<file path="config.mk">
export PLATFORM = sky130hd
export DESIGN_NAME = mem_access_unit_flat
export DESIGN_NICKNAME = d
export VERILOG_FILES = /design/src/rtl/mem_access_if.sv /design/src/rtl/mem_access_unit.sv /design/src/flat_wrapper.sv
export SDC_FILE = /design/constraint.sdc
export NUM_CORES = 1
export LEC_CHECK = 0
export CAP_MARGIN = 20
export CORE_UTILIZATION = 51
export CTS_BUF_LIST = sky130_fd_sc_hd__clkbuf_16
export DETAILED_ROUTE_END_ITERATION = 10
export PLACE_DENSITY = 0.94
export SLEW_MARGIN = 30
export SYNTH_ARGS = -nofsm -noshare
export SYNTH_HDL_FRONTEND = slang
export SYNTH_SLANG_ARGS = --single-unit
</file>
<file path="constraint.sdc">
create_clock -name clk -period 4.55 [get_ports clk]
set_input_delay 0.91 -clock clk [delete_from_list [all_inputs] [get_ports clk]]
set_output_delay 0.91 -clock clk [all_outputs]
set_load 0.02 [all_outputs]
</file>
<file path="src/rtl/mem_access_if.sv">
// Request/response and data-bus signal bundle for mem_access_unit.
// The slave modport is the access unit itself; master is the core/bus side.
interface mem_access_if;
    logic        reqValid;
    logic        reqReady;
    logic        reqWrite;
    logic [31:0] reqAddr;
    logic [1:0]  reqLen;
    logic        reqSignExtend;
    logic [31:0] reqWData;
    logic        rspValid;
    logic [31:0] rspData;
    logic        rspError;
    logic [31:0] memAddr;
    logic        memRead;
    logic        memWrite;
    logic [31:0] memWData;
    logic [31:0] memRData;
    logic        memAck;

    modport slave (
        input  reqValid, reqWrite, reqAddr, reqLen, reqSignExtend, reqWData,
        input  memRData, memAck,
        output reqReady, rspValid, rspData, rspError,
        output memAddr, memRead, memWrite, memWData
    );

    modport master (
        output reqValid, reqWrite, reqAddr, reqLen, reqSignExtend, reqWData,
        output memRData, memAck,
        input  reqReady, rspValid, rspData, rspError,
        input  memAddr, memRead, memWrite, memWData
    );
endinterface

</file>
<file path="src/rtl/mem_access_unit.sv">
// Sequential RV32 data-memory access unit: one load/store request becomes a
// single read, a single write, or a read-modify-write on the word-wide bus.
module mem_access_unit #(
    parameter int BUS_TIMEOUT = 255
) (
    input  logic        clk,
    input  logic        resetn,
    mem_access_if.slave bus
);
    localparam logic [1:0]  LOAD_STORE_BYTE = 2'b00;
    localparam logic [1:0]  LOAD_STORE_HALF = 2'b01;
    localparam logic [15:0] CNT_LAST        = 16'(BUS_TIMEOUT - 1);

    typedef enum logic [1:0] {IDLE, READ, WRITE, RESP} state_t;

    state_t      state;
    state_t      state_next;
    logic [1:0]  off;
    logic [1:0]  len;
    logic        is_write;
    logic        sext;
    logic [31:0] wdata;
    logic [15:0] cnt;
    logic [31:0] rsp_data;
    logic        rsp_error;
    logic [31:0] mem_addr;
    logic [31:0] mem_wdata;

    logic [1:0]  req_off;
    logic        req_word;
    logic        req_misaligned;
    logic        accept;
    logic        timeout;

    function automatic logic [31:0] load_extract(input logic [31:0] word,
                                                 input logic [1:0]  offset,
                                                 input logic [1:0]  size,
                                                 input logic        sign_ext);
        logic [31:0] shifted;
        shifted = word >> {offset, 3'b000};
        case (size)
            LOAD_STORE_BYTE: load_extract = {{24{sign_ext & shifted[7]}}, shifted[7:0]};
            LOAD_STORE_HALF: load_extract = {{16{sign_ext & shifted[15]}}, shifted[15:0]};
            default:         load_extract = word;
        endcase
    endfunction

    function automatic logic [31:0] store_merge(input logic [31:0] word,
                                                input logic [31:0] data,
                                                input logic [1:0]  offset,
                                                input logic [1:0]  size);
        logic [31:0] mask;
        mask = (size == LOAD_STORE_BYTE) ? 32'h0000_00FF : 32'h0000_FFFF;
        store_merge = (word & ~(mask << {offset, 3'b000}))
                    | ((data & mask) << {offset, 3'b000});
    endfunction

    assign req_off        = bus.reqAddr[1:0];
    assign req_word       = (bus.reqLen != LOAD_STORE_BYTE) && (bus.reqLen != LOAD_STORE_HALF);
    // A half at offset 1 stays inside one word; only offset 3 crosses the boundary.
    assign req_misaligned = (bus.reqLen == LOAD_STORE_HALF) ? (req_off == 2'd3)
                                                            : (req_word && (req_off != 2'd0));
    assign accept         = (state == IDLE) && bus.reqValid;
    assign timeout        = !bus.memAck && (cnt == CNT_LAST);

    always_ff @(posedge clk) begin
        if (!resetn) state <= IDLE;
        else         state <= state_next;
    end

    always_comb begin
        state_next = state;
        case (state)
            IDLE: begin
                if (accept) begin
                    if (req_misaligned)                 state_next = RESP;
                    else if (bus.reqWrite && req_word)  state_next = WRITE;
                    else                                state_next = READ;
                end
            end
            READ: begin
                if (bus.memAck)   state_next = is_write ? WRITE : RESP;
                else if (timeout) state_next = RESP;
            end
            WRITE: begin
                if (bus.memAck || timeout) state_next = RESP;
            end
            default: state_next = IDLE;
        endcase
    end

    always_comb begin
        bus.reqReady = (state == IDLE);
        bus.memRead  = (state == READ);
        bus.memWrite = (state == WRITE);
        bus.rspValid = (state == RESP);
        bus.rspData  = rsp_data;
        bus.rspError = rsp_error;
        bus.memAddr  = mem_addr;
        bus.memWData = mem_wdata;
    end

    // Wait counter restarts at the start of each bus phase.
    always_ff @(posedge clk) begin
        if (!resetn)
            cnt <= 16'd0;
        else if ((state == IDLE) || ((state == READ) && bus.memAck))
            cnt <= 16'd0;
        else if (((state == READ) || (state == WRITE)) && !bus.memAck)
            cnt <= cnt + 16'd1;
    end

    always_ff @(posedge clk) begin
        if (!resetn) begin
            off       <= 2'd0;
            len       <= 2'd0;
            is_write  <= 1'b0;
            sext      <= 1'b0;
            wdata     <= 32'd0;
            mem_addr  <= 32'd0;
            mem_wdata <= 32'd0;
            rsp_data  <= 32'd0;
            rsp_error <= 1'b0;
        end else begin
            case (state)
                IDLE: begin
                    if (accept) begin
                        off       <= req_off;
                        len       <= bus.reqLen;
                        is_write  <= bus.reqWrite;
                        sext      <= bus.reqSignExtend;
                        wdata     <= bus.reqWData;
                        mem_addr  <= {bus.reqAddr[31:2], 2'b00};
                        mem_wdata <= bus.reqWData;
                        if (req_misaligned) begin
                            rsp_data  <= 32'd0;
                            rsp_error <= 1'b1;
                        end
                    end
                end
                READ: begin
                    if (bus.memAck) begin
                        if (is_write) begin
                            mem_wdata <= store_merge(bus.memRData, wdata, off, len);
                        end else begin
                            rsp_data  <= load_extract(bus.memRData, off, len, sext);
                            rsp_error <= 1'b0;
                        end
                    end else if (timeout) begin
                        rsp_data  <= 32'd0;
                        rsp_error <= 1'b1;
                    end
                end
                WRITE: begin
                    if (bus.memAck) begin
                        rsp_data  <= 32'd0;
                        rsp_error <= 1'b0;
                    end else if (timeout) begin
                        rsp_data  <= 32'd0;
                        rsp_error <= 1'b1;
                    end
                end
                default: ;
            endcase
        end
    end
endmodule

</file>
<file path="src/flat_wrapper.sv">
// flat-port wrapper written by rule: the top's interface ports become plain ports
module mem_access_unit_flat 
#(
    parameter int BUS_TIMEOUT = 255
)
  (clk, resetn, bus_reqValid, bus_reqWrite, bus_reqAddr, bus_reqLen, bus_reqSignExtend, bus_reqWData, bus_memRData, bus_memAck, bus_reqReady, bus_rspValid, bus_rspData, bus_rspError, bus_memAddr, bus_memRead, bus_memWrite, bus_memWData);
  mem_access_if bus_i ();
  input  logic clk;
  input  logic resetn;
  input wire logic [$bits(bus_i.reqValid)-1:0] bus_reqValid;
  input wire logic [$bits(bus_i.reqWrite)-1:0] bus_reqWrite;
  input wire logic [$bits(bus_i.reqAddr)-1:0] bus_reqAddr;
  input wire logic [$bits(bus_i.reqLen)-1:0] bus_reqLen;
  input wire logic [$bits(bus_i.reqSignExtend)-1:0] bus_reqSignExtend;
  input wire logic [$bits(bus_i.reqWData)-1:0] bus_reqWData;
  input wire logic [$bits(bus_i.memRData)-1:0] bus_memRData;
  input wire logic [$bits(bus_i.memAck)-1:0] bus_memAck;
  output wire logic [$bits(bus_i.reqReady)-1:0] bus_reqReady;
  output wire logic [$bits(bus_i.rspValid)-1:0] bus_rspValid;
  output wire logic [$bits(bus_i.rspData)-1:0] bus_rspData;
  output wire logic [$bits(bus_i.rspError)-1:0] bus_rspError;
  output wire logic [$bits(bus_i.memAddr)-1:0] bus_memAddr;
  output wire logic [$bits(bus_i.memRead)-1:0] bus_memRead;
  output wire logic [$bits(bus_i.memWrite)-1:0] bus_memWrite;
  output wire logic [$bits(bus_i.memWData)-1:0] bus_memWData;
  assign bus_i.reqValid = bus_reqValid;
  assign bus_i.reqWrite = bus_reqWrite;
  assign bus_i.reqAddr = bus_reqAddr;
  assign bus_i.reqLen = bus_reqLen;
  assign bus_i.reqSignExtend = bus_reqSignExtend;
  assign bus_i.reqWData = bus_reqWData;
  assign bus_i.memRData = bus_memRData;
  assign bus_i.memAck = bus_memAck;
  assign bus_reqReady = bus_i.reqReady;
  assign bus_rspValid = bus_i.rspValid;
  assign bus_rspData = bus_i.rspData;
  assign bus_rspError = bus_i.rspError;
  assign bus_memAddr = bus_i.memAddr;
  assign bus_memRead = bus_i.memRead;
  assign bus_memWrite = bus_i.memWrite;
  assign bus_memWData = bus_i.memWData;
  mem_access_unit #(.BUS_TIMEOUT(BUS_TIMEOUT)) u_core (.clk(clk), .resetn(resetn), .bus(bus_i));
endmodule
</file>
# Word-level counts from Yosys, hierarchy flattened

Index checks and enable logic that the tools add are counted.

Output and inout bits: 101
Register bits after elaboration: 151
Bits of input ports: 104
Logic and storage cells: 88

Mux-type cells: 29
Reduce and logical (&&, ||, !) cells: 22
Shifts and indexed selects: 3
Equal/unequal tests: 15
$add $sub $neg: 1
Bitwise logic cells: 7

Operator list:

| kind                                                   | count |
|---|---|
| 2-to-1 mux 32 bit                                      | 9 |
| case mux 32 bit (2 select lines)                       | 2 |
| case mux 32 bit (3 select lines)                       | 1 |
| bitwise AND 32 bit                                     | 2 |
| left shift 32 x 5 -> 32 bit                            | 2 |
| NOT 32 bit                                             | 1 |
| OR 32 bit                                              | 1 |
| >> shifter 32 x 5 -> 16 bit                            | 1 |
| adder 16 x 1 -> 16 bit (second input constant)         | 1 |
| == test 16 x 8 -> 1 bit (second input constant)        | 1 |
| 2-to-1 mux 16 bit                                      | 1 |
| 2-to-1 mux 2 bit                                       | 6 |
| inequality test 2 x 1 -> 1 bit (second input constant) | 5 |
| 2-to-1 mux 1 bit                                       | 8 |
| AND reduction 4 bit                                    | 2 |
| logical AND 1 bit                                      | 7 |
| == test 2 x 1 -> 1 bit (second input constant)         | 3 |
| == test 2 bit (second input constant)                  | 3 |
| case mux 2 bit (3 select lines)                        | 1 |
| nonzero test 2 bit                                     | 3 |
| zero test 2 bit                                        | 2 |
| logical OR 1 bit                                       | 3 |
| inequality test 3 x 2 -> 1 bit (second input constant) | 1 |
| inequality test 3 bit (second input constant)          | 1 |
| other kinds (9)                                        | 10 |

# Depth between registers and ports, before layout

Gate-level depths: netlist (run 1).

Depth after elaboration: 9
Depth in mapped cells: 9
Depth with buffers taken out: 6

# Least setup slack after synthesis (run 1)

OpenSTA, ideal clock, no wires.

Path kind: input -> register
From: input bus_memRData[15]
To: register u_core.rsp_data[19] (netlist: u_core.bus.rspData[19])
Data arrival time: 2.054 ns
Setup slack: 2.379 ns
Setup time: 0.117 ns
Data required time: 4.433 ns
Path buffers: 1
Cell stages on the path: 5
Path through: a211o_1 o22ai_2 o32ai_2 buf_6 a32o_1

Longest elaborated chain between the ends: 6
Elaborated cells on any way between the ends: 7
Those cells by class: shift (1); mux (4); bitwise (2)

Ends and longest elaborated chain:

| item                                        | line                                         | text |
|---|---|---|
| start: declaration                          | flat_wrapper.sv:16                           | `input wire logic [$bits(bus_i.memRData)-1:0] bus_memRData;` |
| >> shifter 32 x 5 -> 16 bit (*)             | mem_access_unit.sv:40                        | `shifted = word >> {offset, 3'b000};` |
| bitwise AND 1 bit, on equally long branches | mem_access_unit.sv:43, mem_access_unit.sv:42 |  |
| case mux 32 bit (2 select lines) (*)        | mem_access_unit.sv:41                        | `case (size)` |
| 2-to-1 mux 32 bit (*)                       | mem_access_unit.sv:143                       | `if (is_write) begin` |
| 2-to-1 mux 32 bit (*)                       | mem_access_unit.sv:142                       | `if (bus.memAck) begin` |
| case mux 32 bit (3 select lines) (*)        | mem_access_unit.sv:125                       | `case (state)` |
| end signal: assignment                      | mem_access_unit.sv:146                       | `rsp_data <= load_extract(bus.memRData, off, len, sext);` |
| end: declaration                            | mem_access_unit.sv:24                        | `logic [31:0] rsp_data;` |

Every way passes the cells marked *; elsewhere a longest branch is shown, timed or not. The select of a mux whose other input is x is not followed.
A chain may end at the register's enable or synchronous reset.

# Worst setup path in the final report (run 1)

From: register u_core.state[0]
To: output bus_memRead

Longest elaborated chain between the ends: 1

Ends and longest elaborated chain:

| item                     | line                  | text |
|---|---|---|
| start: declaration       | mem_access_unit.sv:16 | `state_t state;` |
| start signal: assignment | mem_access_unit.sv:68 | `else state <= state_next;` |
| == test 2 x 1 -> 1 bit   | mem_access_unit.sv:94 | `bus.memRead = (state == READ);` |
| end: declaration         | flat_wrapper.sv:23    | `output wire logic [$bits(bus_i.memRead)-1:0] bus_memRead;` |

Every way passes these cells.

==> results of run 1 <==
## how the worst max path moves through the flow
stage | startpoint | to | slack (ns) | cells past startpoint
3_5_place_dp | bus_memAck | u_core.bus.rspData[21]$_SDFFE_PN0P_ | 1.53 | 5
5_1_grt | u_core.state[1]$_SDFFE_PN0P_ | bus_memRead | 1.34 | 3
4_1_cts | u_core.state[1]$_SDFFE_PN0P_ | bus_memRead | 1.45 | 3
2_1_floorplan | bus_memRData[15] | u_core.bus.rspData[19]$_SDFFE_PN0P_ | 2.38 | 5
3_3_place_gp | u_core.state[1]$_SDFFE_PN0P_ | bus_memRead | 1.52 | 3
6_report | u_core.state[0]$_SDFFE_PN0P_ | bus_memRead | 1.46 | 2
## power breakdown
part	internal, mW	switching [mW]
clock network	0.841	0.510
logic	0.802	1.09
registers	1.41	0.198
## Yosys cell counts, drive strengths merged (8+ instances only)
cell type	count
mux2i	27
o2bb2ai	21
o21a	8
a32oi	9
a21boi	69
a2bb2oi	8
a31oi	18
nand2	150
a311o	17
o211ai	18
nor2b	10
dfxtp	135
o22ai	10
clkbuf	48
nand3	8
nand2b	42
nor3	14
o21ai	37
buf	23
a32o	23
nor2	33
inv	9
## placed cells by master, fill, tap and decap left out, drive strengths merged, types with 2 or more instances in the layout
cell type,instances
a211oi,3
a21boi,69
a21oi,6
a2bb2oi,8
a311o,17
a31oi,18
a32o,23
a32oi,9
and2,6
and3,3
and4,2
buf,7
bufinv,3
clkbuf,17
clkdlybuf4s50,201
clkinv,9
conb,2
dfxtp,135
ha,6
inv,10
mux2i,27
nand2,150
nand2b,42
nand3,8
nand4,6
nor2,33
nor2b,10
nor3,14
o211ai,18
o21a,8
o21ai,37
o22ai,10
o2bb2ai,21
o311ai,2
or2,2
or3,5
xnor2,2
xor2,7
## layout make-up
type                       count  area, µm²
clock buffer                  17        425
clock inverter                14        141
fill                         963       3450
inverter                       9       33.8
multi-input combinational    588       3790
sequential                   135       2710
tap                          172        215
timing repair buffer         208       2060
## critical path, delay by kind of cell, from the launching register on
family,cells,cell delay [ns]
buf+inv,1,0.74
fa+ha+maj,1,0.60
flops,1,0.42
## cell families after synthesis
group,count (synthesis)
mux,28
compound gates,258
other cells,1
xor+xnor,9
fa+ha+maj,6
buf+inv,80
flops,135
simple gates,285
## per-layer routing
| layer | part of all wire (%) | routed length [µm] |
|---|---|---|
| met1 | 42 | 8720 |
| met2 | 47 | 9640 |
| met3 | 8.1 | 1680 |
| met4 | 3.2 | 663 |
| met5 | 0 | 0 |
## registers in the layout, summed over array words and instances (netlist names)
| register | cells |
|---|---|
| u_core.state | 2 |
| u_core.wdata | 16 |
| u_core.len | 2 |
| u_core.bus.rspData | 32 |
| u_core.bus.memWData | 32 |
| u_core.bus.memAddr | 30 |
| u_core.bus.rspError | 1 |
| u_core.sext | 1 |
| u_core.off | 2 |
| u_core.is_write | 1 |
| u_core.cnt | 16 |
==> results_dict.tcl, run 1 <==
set metrics [dict create \
    status "finished, final reports clean" \
    routed_wl_um 20700 \
    cts_tree "yes" \
    r2r_cells 5 \
    top_level_ports 205 \
    ys.flop_type "dfxtp_1" \
    grt_antenna_before_repair 0 \
    synth_area_leaders "dfxtp_1, nand2_1, a21boi_1" \
    gr-usage-met3_pct 7.85 \
    synthCells 802 \
    wire_per_inst_um 18.1 \
    synth_top_area_cell "dfxtp_1" \
    ys_ff_latch 135 \
    stdcell_area_mm2 0.00937 \
    die_w_um 118 \
    grt_max_degree 95 \
    cp.arrival_ns 2.18 \
    synth_compound_area_share_pct 28.9 \
    yosys_warnings 0 \
    cts_sinks 135 \
    min_period_over_period_pct 68.0 \
    postCtsSetupBuffers 0 \
    cts_max_level 4 \
    grt_pass1_vias 6499 \
    clock_latency_ns 0.43 \
    syn2layout_area_growth_pct 37.1 \
    path_clk_slew_ns 0.05 \
    hold_depth 2 \
    hold_class "flip-flop to flip-flop" \
    core_mm2 0.0128 \
    synth_edf_count 0 \
    clockBufferDepth 2 \
    first_iter_violations 782 \
    rows 41 \
    start_util_pct 53.3 \
    power_leakage_nw 3.24 \
    rr_endpoint "u_core.bus.rspData[25]$_SDFFE_PN0P_" \
    crit_type "flip-flop to output pin" \
    grt_overflow 0 \
    setup_viol 0 \
    slowest_stage "clkdlybuf4s50_1" \
    worstHoldStart "u_core.bus.memAddr[17]$_SDFFE_PN0P_" \
    finish.utilization_pct 73.1 \
    layout-drive-gt1-share_pct 4.63 \
    synthAdderAreaFrac_pct 1.10 \
    synth_top_family_by_area "compound AO/OA/AOI/OAI gates" \
    min_to "u_core.bus.memAddr[17]$_SDFFE_PN0P_" \
    r2r_start "u_core.state[0]$_SDFFE_PN0P_" \
    top_usage_layer "met2" \
    grt_pass1_wl_um 32900 \
    crit_path_max_incr_delay_ns 0.74 \
    first_pass_iters 8 \
    endpoint_kind "output pin" \
    dpl_cell_area_mm2 0.00880 \
    diodes 0 \
    synth_area_mm2 0.00684 \
    pre_cts_slack_ns 1.53 \
    start_kind "flip-flop" \
    cts-hold-fix-buffers 0 \
    relSlewSlack_pct 39.4 \
    die-height_um 118 \
    cts_made_buffers 17 \
    synth_cell_types 60 \
    irDropWorstVdd_mv 0.342 \
    fmax_mhz 323 \
    fin_cells 1143 \
    synthSimpleGateAreaFrac_pct 19.5 \
    vias 6817 \
    yosys.area_share.xor_xnor_pct 1.15 \
    fin_crit_ns 3.09 \
    fin_setup_tns_ns 0 \
    yosys.area.top_type_share_pct 39.5 \
    muxShareOfSynthArea_pct 4.17 \
    grt_use_met1_pct 37.9 \
    finalHoldViolCount 0 \
    fin_nets 1069 \
    powerDensity_mw_per_mm2 517 \
    dp_cells 1112 \
    worst-path-max-fanout 71 \
    die-area_mm2 0.0139 \
    drv_slew 0 \
    drt-vias-per-instance 5.96 \
    fin_hold_ws_ns 0.448 \
    grt.total_usage_pct 29.9 \
    hpwl_um 14400 \
    globalplace.congestion 0.885 \
    avgSynthCellArea_um2 8.52 \
    max_cap_violations 0 \
    p_total_mw 4.85 \
    synthArstFlopShare_pct 0 \
    cts_root_buffer "clkbuf_16" \
    cts.repair.resized 0 \
    worstPathRequired_ns 3.64 \
    met2_usage_pct 47.5 \
    ant_nets 0 \
    layout_setup_ws_ns 1.46 \
    reg2reg_slack_ns 1.96 \
    yosysSeqAreaShare_pct 39.5 \
    finClkSkew_ns 0.00715 \
    crit_path_cell_trace "ha_4 > clkdlybuf4s50_1" \
    drc_errors 0 \
    rsz0062_at_grt "false" \
    io_buffers 202 \
    worst_pin_slew_ns 0.904 \
]
Power figures use the tool's default switching activity.
==> run 2: changes to the inputs <==
Settings changed: CORE_UTILIZATION 51 to 43, PLACE_DENSITY 0.94 to 0.85.
Clock period 4.55 ns to 2.8 ns, I/O delays scaled along.
==> run 2 against run 1 <==
Clock skew decreased by 0.00095 ns. Hold slack improved by 0.0033 ns. First-iteration DRC count fell by 24%. Sequential power rose by 59%. Global-route usage decreased by 4.4 points. Clock power up 72%. Non-clock buffer count grew 13. Register-to-register slack lost 1.3 ns. Critical path depth is 1 higher. Total power up 66%. Die area up 18%.
==> results_dict.tcl, run 2 (synthesis results as in run 1) <==
set metrics [dict create \
    hpwl_um 14800 \
    setup_viol 0 \
    layout-drive-gt1-share_pct 6.19 \
    path_clk_slew_ns 0.06 \
    fin_crit_ns 2.42 \
    postCtsSetupBuffers 0 \
    fin_nets 1082 \
    finClkSkew_ns 0.00620 \
    grt_max_degree 95 \
    regArea_mm2 0.00270 \
    cts_made_buffers 17 \
    min_period_over_period_pct 86.5 \
    crit_type "flip-flop to output pin" \
    fmax_mhz 413 \
    wire_per_inst_um 17.3 \
    multiInputGateArea_mm2 0.00377 \
    drt-vias-per-instance 5.64 \
    core_mm2 0.0154 \
    cts_tree "yes" \
    stdcell_area_mm2 0.00955 \
    power_leakage_nw 3.33 \
    rows 45 \
    start_kind "flip-flop" \
    worstPathRequired_ns 2.24 \
    first_iter_violations 594 \
    endpoint_kind "output pin" \
    start_util_pct 44.5 \
    grt_use_met1_pct 33.0 \
    cp.arrival_ns 1.86 \
    die_w_um 128 \
    powerDensity_mw_per_mm2 844 \
    syn2layout_area_growth_pct 39.8 \
    die-area_mm2 0.0164 \
    hold_class "flip-flop to flip-flop" \
    rsz0062_at_grt "false" \
    cts-hold-fix-buffers 0 \
    fin_cells 1196 \
    routed_wl_um 20700 \
    globalplace.congestion 0.929 \
    met2_usage_pct 39.0 \
    drc_errors 0 \
    max_cap_violations 0 \
    cts_sinks 135 \
    hold_depth 2 \
    layout_common_cells "clkdlybuf4s50_1, nand2_1, dfxtp_1" \
    grt_overflow 0 \
    dp_cells 1164 \
    worst-path-max-fanout 8 \
    clockBufferDepth 2 \
    diodes 0 \
    top_level_ports 205 \
    worst_pin_slew_ns 0.827 \
    status "finished, final reports clean" \
    top_usage_layer "met2" \
    relSlewSlack_pct 44.8 \
    finalHoldViolCount 0 \
    first_pass_iters 5 \
    gr-usage-met3_pct 7.51 \
    cts_max_level 4 \
    num-fill-cells 1335 \
    reg2reg_slack_ns 0.70 \
    r2r_cells 5 \
    vias 6742 \
    io_buffers 202 \
    fin_setup_tns_ns 0 \
    cts_root_buffer "clkbuf_16" \
    die-height_um 128 \
    drv_slew 0 \
    ant_nets 0 \
    grt_antenna_before_repair 0 \
    irDropWorstVdd_mv 0.559 \
    grt.total_usage_pct 25.6 \
    grt_pass1_wl_um 32500 \
    grt_pass1_vias 6342 \
    clock_latency_ns 0.42 \
    dpl_cell_area_mm2 0.00894 \
    cts.repair.resized 0 \
    p_total_mw 8.06 \
    final_common_cell "clkdlybuf4s50_1" \
]
## run 2: changes by cell type in the layout (fill, tap and decap cells not counted), sizes merged
cell	delta
bufinv	+1
inv	+2
buf	+13
clkinv	-2
## run 2: metal layers
layer	routed length [µm]	up-vias
met5	0	-
met4	670	0
met3	1660	57
met2	9440	289
met1	8900	3163
li1	-	3233
## run 2: cell type report
cell class	instances	area share, %
sequential	135	28.3
tap	211	2.76
inverter	9	0.354
clock buffer	17	4.45
timing repair buffer	221	22.7
clock inverter	15	1.95
multi-input combinational	588	39.4
## run 2: critical path, stage by stage, from the launching register on
cell	delay (ns)
dfxtp_1	0.34
inv_1	0.09
ha_1	0.34
clkdlybuf4s50_1	0.67
## run 2: worst paths after layout
path                                  startpoint                                   end
min reg2reg  u_core.bus.memAddr[29]$_SDFFE_PN0P_   u_core.bus.memAddr[29]$_SDFFE_PN0P_
min          u_core.bus.memAddr[29]$_SDFFE_PN0P_   u_core.bus.memAddr[29]$_SDFFE_PN0P_
max                 u_core.state[1]$_SDFFE_PN0P_                          bus_reqReady
max reg2reg           u_core.off[0]$_SDFFE_PN0P_  u_core.bus.memWData[19]$_SDFFE_PN0P_
## run 2: stage by stage
stage / hold WS, ns / worst slack (ns) / utilization, %
6_report: 0.451 / 0.378 / 62.1
5_1_grt: 0.470 / 0.309 / 62.1
4_1_cts: 0.455 / 0.375 / 62.1
3_5_place_dp: 0.447 / 0.321 / 58.2
3_3_place_gp: 0.439 / 0.362 / 58.2
2_1_floorplan: 0.444 / 0.721 / -
## run 2: power breakdown
part	total [mW]	internal [mW]	switching, mW	leakage [nW]
combinational	3.17	1.36	1.81	1.92
clock	2.32	1.48	0.847	0.309
sequential	2.56	2.29	0.275	1.10
total	8.06	5.12	2.94	3.33
==> run 3: changes to the inputs <==
Settings changed: PLACE_DENSITY 0.85 to 0.77.
==> run 3 against run 2 <==
Sequential power about the same. Clock-buffer cell count unchanged. Combinational power is essentially flat. Final area shrank 0.92%. Die area unchanged. Total power fell by 4.9%.
==> results_dict.tcl, run 3 (synthesis results as in run 1) <==
set metrics [dict create \
    dp_cells 1167 \
    postCtsSetupBuffers 0 \
    fin_hold_ws_ns 0.448 \
    relSlewSlack_pct 58.3 \
    syn2layout_area_growth_pct 38.5 \
    cts_root_buffer "clkbuf_16" \
    multiInputGateArea_mm2 0.00377 \
    vias 6621 \
    top_level_ports 205 \
    rsz0062_at_grt "false" \
    fin_setup_tns_ns 0 \
    worst-path-max-fanout 8 \
    min_period_over_period_pct 86.5 \
    grt_pass1_wl_um 32600 \
    wire_per_inst_um 17.3 \
    layout_setup_ws_ns 0.379 \
    finalHoldViolCount 0 \
    drc_errors 0 \
    cts_max_level 4 \
    finish.utilization_pct 61.6 \
    drt-vias-per-instance 5.52 \
    start_kind "flip-flop" \
    die-area_mm2 0.0164 \
    grt_overflow 0 \
    dpl_cell_area_mm2 0.00896 \
    first_iter_violations 543 \
    grt_antenna_before_repair 0 \
    pre_cts_slack_ns 0.315 \
    fin_crit_ns 2.42 \
    cts_sinks 135 \
    num-fill-cells 1402 \
    crit_path_max_incr_delay_ns 0.67 \
    crit_type "flip-flop to output pin" \
    routed_wl_um 20800 \
    crit_path_cell_trace "inv_1 > ha_1 > clkdlybuf4s50_1" \
    power_leakage_nw 3.29 \
    rows 45 \
    finClkSkew_ns 0.00819 \
    cts_made_buffers 17 \
    fmax_mhz 413 \
    die-height_um 128 \
    status "finished, final reports clean" \
    first_pass_iters 6 \
    irDropWorstVdd_mv 0.449 \
    hold_class "flip-flop to flip-flop" \
    globalplace.congestion 0.913 \
    setup_viol 0 \
    clock_latency_ns 0.42 \
    die_w_um 128 \
    diodes 0 \
    fin_nets 1085 \
    path_clk_slew_ns 0.06 \
    final_common_cell "clkdlybuf4s50_1" \
    slowest_stage "clkdlybuf4s50_1" \
    cts.repair.resized 0 \
    io_buffers 202 \
    regArea_mm2 0.00270 \
    start_util_pct 44.5 \
    drv_slew 0 \
    hpwl_um 15000 \
    grt.total_usage_pct 25.5 \
    grt_max_degree 65 \
    layout_common_cells "clkdlybuf4s50_1, nand2_1, dfxtp_1" \
    core_mm2 0.0154 \
    ant_nets 0 \
    worstPathRequired_ns 2.24 \
    layout-drive-gt1-share_pct 5.97 \
    cts-hold-fix-buffers 0 \
    stdcell_area_mm2 0.00947 \
    endpoint_kind "output pin" \
    cts_tree "yes" \
    fin_cells 1199 \
    cp.arrival_ns 1.86 \
    worst_pin_slew_ns 0.622 \
    p_total_mw 7.67 \
    max_cap_violations 0 \
    grt_pass1_vias 6133 \
    powerDensity_mw_per_mm2 810 \
    clockBufferDepth 2 \
]
-- run 3: cell count changes in the layout (fill, tap and decap cells not counted), sizes merged --
cell and change:
clkinv -1, bufinv -4, inv +2, buf +3, clkinvlp +3
-- run 3: path summary, 6_finish.rpt --
check                                 startpoint                                  end  cells after the start  slack (ns)
min reg2reg  u_core.bus.memAddr[18]$_SDFFE_PN0P_  u_core.bus.memAddr[18]$_SDFFE_PN0P_                      2        0.45
max                 u_core.state[1]$_SDFFE_PN0P_                         bus_reqReady                      3        0.38
min          u_core.bus.memAddr[18]$_SDFFE_PN0P_  u_core.bus.memAddr[18]$_SDFFE_PN0P_                      2        0.45
max reg2reg           u_core.off[0]$_SDFFE_PN0P_  u_core.bus.rspData[29]$_SDFFE_PN0P_                      6        0.70
-- run 3: final cells by class --
type,count,share of cell area (%)
clock buffer,17,4.49
timing repair buffer,224,23.2
clock inverter,15,0.806
inverter,9,0.357
multi-input combinational,588,39.8
sequential,135,28.6
tap,211,2.79
-- run 3: routing by layer --
layer	routed length (µm)	global-route usage (%)	up-vias
met2	9550	40.1	266
met5	0	0	-
met3	1600	6.76	35
li1	-	-	3233
met4	406	8.03	0
met1	9200	33.9	3087
-- run 3: worst max-delay path, delay by kind of cell (launching register included) --
kind | cells | cell delay, ns
adder cells (fa/ha/maj) | 1 | 0.33
buffers and inverters | 2 | 0.76
flip-flops | 1 | 0.34
-- run 3: where the power goes --
part           internal (mW)  switching (mW)  total (mW)
sequential              2.29           0.269        2.56
combinational           1.36            1.82        3.18
clock                   1.10           0.826        1.92
